`src/rtl/wb_arb_pkg.sv`:
```
// Shared types and constants for the writeback result arbiter.
// Source codes are 1-based so that 3'b000 can mean "no result".
package wb_arb_pkg;

  typedef logic [2:0] src_code_t;

  localparam int unsigned NUM_SRC = 5;

  localparam src_code_t SRC_NONE = 3'b000;
  localparam src_code_t SRC_0    = 3'b001;
  localparam src_code_t SRC_1    = 3'b010;
  localparam src_code_t SRC_2    = 3'b011;
  localparam src_code_t SRC_3    = 3'b100;
  localparam src_code_t SRC_4    = 3'b101;

  function automatic src_code_t idx_to_code(input logic [2:0] idx);
    case (idx)
      3'd0:    return SRC_0;
      3'd1:    return SRC_1;
      3'd2:    return SRC_2;
      3'd3:    return SRC_3;
      3'd4:    return SRC_4;
      default: return SRC_NONE;
    endcase
  endfunction

endpackage

```
`src/rtl/rr_pick5.sv`:
```
// Combinational 5-way round-robin pick: first valid source at or after ptr,
// wrapping 4 -> 0.
module rr_pick5
  import wb_arb_pkg::*;
(
  input  logic [4:0] valid,
  input  logic [2:0] ptr,
  output logic [4:0] grant_oh,
  output logic [2:0] grant_idx,
  output logic       any
);

  logic       found;
  logic [2:0] cand;

  always_comb begin
    grant_oh  = '0;
    grant_idx = '0;
    found     = 1'b0;
    cand      = '0;
    for (int unsigned k = 0; k < NUM_SRC; k++) begin
      cand = 3'((32'(ptr) + k) % NUM_SRC);
      if (!found && valid[cand]) begin
        found     = 1'b1;
        grant_idx = cand;
      end
    end
    grant_oh[grant_idx] = found;
  end

  assign any = |valid;

endmodule

```
`src/rtl/wb_result_arbiter.sv`:
```
// Round-robin arbiter feeding one output register for the 5-way writeback select.
// Optional per-source saturating grant counters under WB_ARB_STATS_EN.
module wb_result_arbiter
  import wb_arb_pkg::*;
#(
  parameter int unsigned N = 20
`ifdef WB_ARB_STATS_EN
  , parameter int unsigned CNT_W = 16
`endif
) (
  input  logic                   clk,
  input  logic                   rst_n,
  input  logic [4:0]             src_valid,
  input  logic [5*N-1:0]         src_data,
  output logic [4:0]             src_ready,
  output logic                   out_valid,
  output logic [N-1:0]           out_data,
  output src_code_t              out_sel,
  input  logic                   out_ready
`ifdef WB_ARB_STATS_EN
  , output logic [5*CNT_W-1:0]   grant_cnt
`endif
);

  logic            valid_q, valid_d;
  logic [N-1:0]    data_q, data_d;
  src_code_t       sel_q, sel_d;
  logic [2:0]      ptr_q, ptr_d;

  logic            load_en;
  logic [4:0]      grant_oh;
  logic [2:0]      grant_idx;
  logic            any;
  logic [N-1:0]    src_word [NUM_SRC];

  rr_pick5 u_pick (
    .valid     (src_valid),
    .ptr       (ptr_q),
    .grant_oh  (grant_oh),
    .grant_idx (grant_idx),
    .any       (any)
  );

  always_comb begin
    for (int unsigned i = 0; i < NUM_SRC; i++) begin
      src_word[i] = src_data[i*N +: N];
    end
  end

  assign load_en = !valid_q || out_ready;

  // rst_n gating keeps ready low during reset, when load_en is forced high.
  assign src_ready = grant_oh & {5{load_en && any && rst_n}};

  always_comb begin
    valid_d = valid_q;
    data_d  = data_q;
    sel_d   = sel_q;
    ptr_d   = ptr_q;
    if (load_en) begin
      if (any) begin
        valid_d = 1'b1;
        data_d  = src_word[grant_idx];
        sel_d   = idx_to_code(grant_idx);
        ptr_d   = (grant_idx == 3'd4) ? 3'd0 : grant_idx + 3'd1;
      end else begin
        valid_d = 1'b0;
        sel_d   = SRC_NONE;
      end
    end
  end

  always_ff @(posedge clk or negedge rst_n) begin
    if (!rst_n) begin
      valid_q <= 1'b0;
      data_q  <= '0;
      sel_q   <= SRC_NONE;
      ptr_q   <= '0;
    end else begin
      valid_q <= valid_d;
      data_q  <= data_d;
      sel_q   <= sel_d;
      ptr_q   <= ptr_d;
    end
  end

  assign out_valid = valid_q;
  assign out_data  = data_q;
  assign out_sel   = sel_q;

`ifdef WB_ARB_STATS_EN
  logic [CNT_W-1:0] cnt_q [NUM_SRC];
  logic [CNT_W-1:0] cnt_d [NUM_SRC];

  always_comb begin
    for (int unsigned i = 0; i < NUM_SRC; i++) begin
      cnt_d[i] = cnt_q[i];
      if (src_ready[i] && (cnt_q[i] != '1)) begin
        cnt_d[i] = cnt_q[i] + CNT_W'(1);
      end
    end
  end

  always_ff @(posedge clk or negedge rst_n) begin
    if (!rst_n) begin
      for (int unsigned i = 0; i < NUM_SRC; i++) begin
        cnt_q[i] <= '0;
      end
    end else begin
      for (int unsigned i = 0; i < NUM_SRC; i++) begin
        cnt_q[i] <= cnt_d[i];
      end
    end
  end

  always_comb begin
    grant_cnt = '0;
    for (int unsigned i = 0; i < NUM_SRC; i++) begin
      grant_cnt[i*CNT_W +: CNT_W] = cnt_q[i];
    end
  end
`endif

endmodule

```
`config.mk`:
```
export PLATFORM = sky130hd
export DESIGN_NAME = wb_result_arbiter
export DESIGN_NICKNAME = d
export VERILOG_FILES = /design/src/rtl/wb_arb_pkg.sv /design/src/rtl/rr_pick5.sv /design/src/rtl/wb_result_arbiter.sv
export SDC_FILE = /design/constraint.sdc
export NUM_CORES = 1
export LEC_CHECK = 0
export CAP_MARGIN = 15
export CORE_MARGIN = 3
export CORE_UTILIZATION = 40
export DETAILED_ROUTE_END_ITERATION = 6
export GPL_ROUTABILITY_DRIVEN = 0
export GPL_TIMING_DRIVEN = 0
export PLACE_DENSITY = 0.69
export SYNTH_ARGS = -nofsm -noshare
export SYNTH_HDL_FRONTEND = slang
export SYNTH_SLANG_ARGS = --single-unit
```
`constraint.sdc`:
```
create_clock -name clk -period 5.4 [get_ports clk]
set_clock_uncertainty 0.15 [all_clocks]
set_input_delay 0.81 -clock clk [delete_from_list [all_inputs] [get_ports clk]]
set_output_delay 0.81 -clock clk [all_outputs]
set_load 0.02 [all_outputs]
```
==> results.yml <==
yosys:
  synth_ff_type: "dfrtp_1"
  yosys-top-cells-count: "44 x o31ai_1, 43 x nand4_1, 41 x nor2_1, 40 x nand2_1, 32 x clkbuf_1"
  ys_ff_latch: 27
  yosysTopAreaCell: "dfrtp_1"
  syn_area_per_cell_um2: 7.81
  ys_seq_area_share_pct: 16.7
  syn_nets: 645
  synth_cell_type_count: 71
  netlist_area_um2: 4050
  synth.area.top_cells: "dfrtp_1 17%, o31ai_1 8.2%, a41oi_2 8.0%"
  synth_edf_count: 0
  synth_top_area_share_pct: 16.7
  synth_most_common_cell: "o31ai_1"
  ys_async_sr_fraction_pct: 100
  netlist_instances: 518
  ys.warnings.count: 0
global_routing:
  grt_use_total_pct: 27.4
  grt_pass1_wl_um: 25300
  overflow: 0
  grt_pass1_vias: 4889
  grt_start_max_net_pins: 17
  antenna_found_initial: 0
clocking:
  ctsRootBufferMaster: "clkbuf_8"
  clk-insertion-delay-late_ns: 0.28
  cts.sinks: 27
  clockBufferDepth: 2
  cts_buffers: 3
  cts_tree: "yes"
  cts_max_level: 1
  clkTransAtPathRegs_ns: 0.10
timing:
  min_period_ns: 5.26
  fin_crit_sh_pct: 97.4
  clock.fmax_mhz: 190
  tightest_slew_ns: 0.847
  slew_headroom_pct: 43.4
  hold_viol: 0
  slew_violations: 0
  fin_hold_ws_ns: 0.356
  setup_slack_ns: 0.141
  setup_viol: 0
layout:
  insertedDiodeCount: 0
  design_area_um2: 6020
  utilization_pct: 61.3
  syn_to_final_growth_pct: 48.9
  fill_cells: 894
  fin_nets: 803
  drive_gt1_share_pct: 19.0
die:
  start_util_pct: 41.2
  ios: 137
  die_w_um: 107
  core-area_um2: 9820
  die_y_um: 107
  die-area_um2: 11400
  rows: 36
run:
  cap_violations: 0
worst_setup_path:
  cp.required_ns: 4.44
  cp_slowest_stage_delay_ns: 0.44
  setup.worst_path.end_class: "output port"
  slowest_stage: "dfrtp_2"
  crit_chain: "buf_8 > inv_8 > ha_4 > inv_1 > ha_4 > inv_2 > ha_1 > inv_1 > ha_1 > nand2b_4 > o21bai_2 > a211o_4 > mux2i_1 > o221a_4 > o21a_1 > o211ai_1 > clkbuf_8 > nand3_2 > inv_2 > nor2_2 > buf_2"
  critPathBufInv: 8
  startpoint_type: "register"
  worstSetupPathType: "register to output port"
  arrival_ns: 4.30
  crit_fanout: 7
  critPathTopFamily: "compound AO/OA/AOI/OAI gates"
route:
  drtIter0Drc: 447
  drc_errors: 0
  postRouteAntennaNets: 0
  via_count: 5037
  totalWireLength_um: 16400
  vias_per_cell: 6.23
  routedWlPerCell_um: 20.2
  dr.pass1.iters: 6
placement:
  dp_slack_ns: -1.24
  place_hpwl_um: 12500
  placed_area_um2: 5570
  port_buffers: 134
status:
  status: "completed"
worst_hold_path:
  holdCritPathClass: "register to register"
## flip-flops by register name (all words and copies together) (netlist names)
register / flops
out_sel: 3
ptr_q: 3
out_data: 20
out_valid: 1
## metrics by stage
step | instances | setup TNS (ns)
2_1_floorplan | 518 | 0
3_3_place_gp | 785 | -6.81
3_5_place_dp | 786 | -7.22
4_1_cts | 799 | 0
5_1_grt | 808 | -0.215
6_report | 808 | 0
## layout make-up
type / instances / area [um2] / area share [%]
Inverter: 15 / 76.3 / 1.27
Timing Repair Buffer: 155 / 1490 / 24.7
Multi-Input combinational cell: 423 / 3290 / 54.6
Clock buffer: 4 / 45.0 / 0.748
Tap cell: 133 / 166 / 2.76
Buffer: 51 / 280 / 4.65
Sequential cell: 27 / 679 / 11.3
## worst min-delay path: stages, from the launching register on
cell and delay (ns):
dfrtp_1 0.36, nand2_1 0.05, o21ai_0 0.06
## placed cells by master, fill, tap and decap left out, drive strengths merged, types with 4 or more instances in the layout
cell,Yosys,final
xnor2,6,6
and2,5,5
mux2i,10,10
nor2,41,41
a41oi,20,20
ha,19,19
a22oi,4,4
clkbuf,32,35
nand2,41,41
a31oi,5,5
nor3,9,9
buf,21,46
nand4,43,43
nand3,11,11
o211ai,5,5
a211o,21,21
inv,14,14
a21o,27,27
o21ai,20,20
nand2b,8,8
clkdlybuf4s50,0,129
or3,5,5
nor2b,7,7
a21oi,16,16
dfrtp,27,27
o31ai,44,44
## timing repair
action / CTS / global route
hold buffers: 0 / 0
resized for setup: 58 / 39
setup endpoints to repair: 11 / 5
pin swaps: 5 / 9
setup buffers: 11 / 9
## path summary, 6_finish.rpt
path                       slack [ns]      endpoint       start  depth (start not counted)
hold / removal                   0.36    out_sel[1]  out_sel[1]                          2
setup reg to reg                 0.66  out_data[19]    ptr_q[1]                         21
hold reg to reg                  0.36    out_sel[1]  out_sel[1]                          2
setup / recovery                 0.14  src_ready[3]    ptr_q[1]                         21
min in group asynchronous        0.85   out_data[9]       rst_n                          1
max in group asynchronous        3.64      ptr_q[2]       rst_n                          2
## metal layers
metal | global-route usage (%) | vias to the layer above | part of all wire [%]
met5 | 0 | - | 0
met4 | 7.21 | 0 | 2.3
met3 | 3.28 | 30 | 7.6
li1 | - | 2330 | -
met1 | 36.8 | 2391 | 42
met2 | 46.4 | 286 | 48
## kinds of logic (layout without fill, tap and decap cells)
family	Yosys count	count (layout)	synth area share [%]
AOI/OAI and AO/OA	193	193	39.7
xor gates and xnor gates	7	7	1.52
adders and majority gates	19	19	5.88
buffers and inverters	68	225	7.36
DFF	27	27	16.7
muxes	14	14	3.96
and+or+nand+nor	190	190	24.8
Power is not shown: default switching activity piles up to over one toggle a cycle in this logic, so the estimate is an artifact.
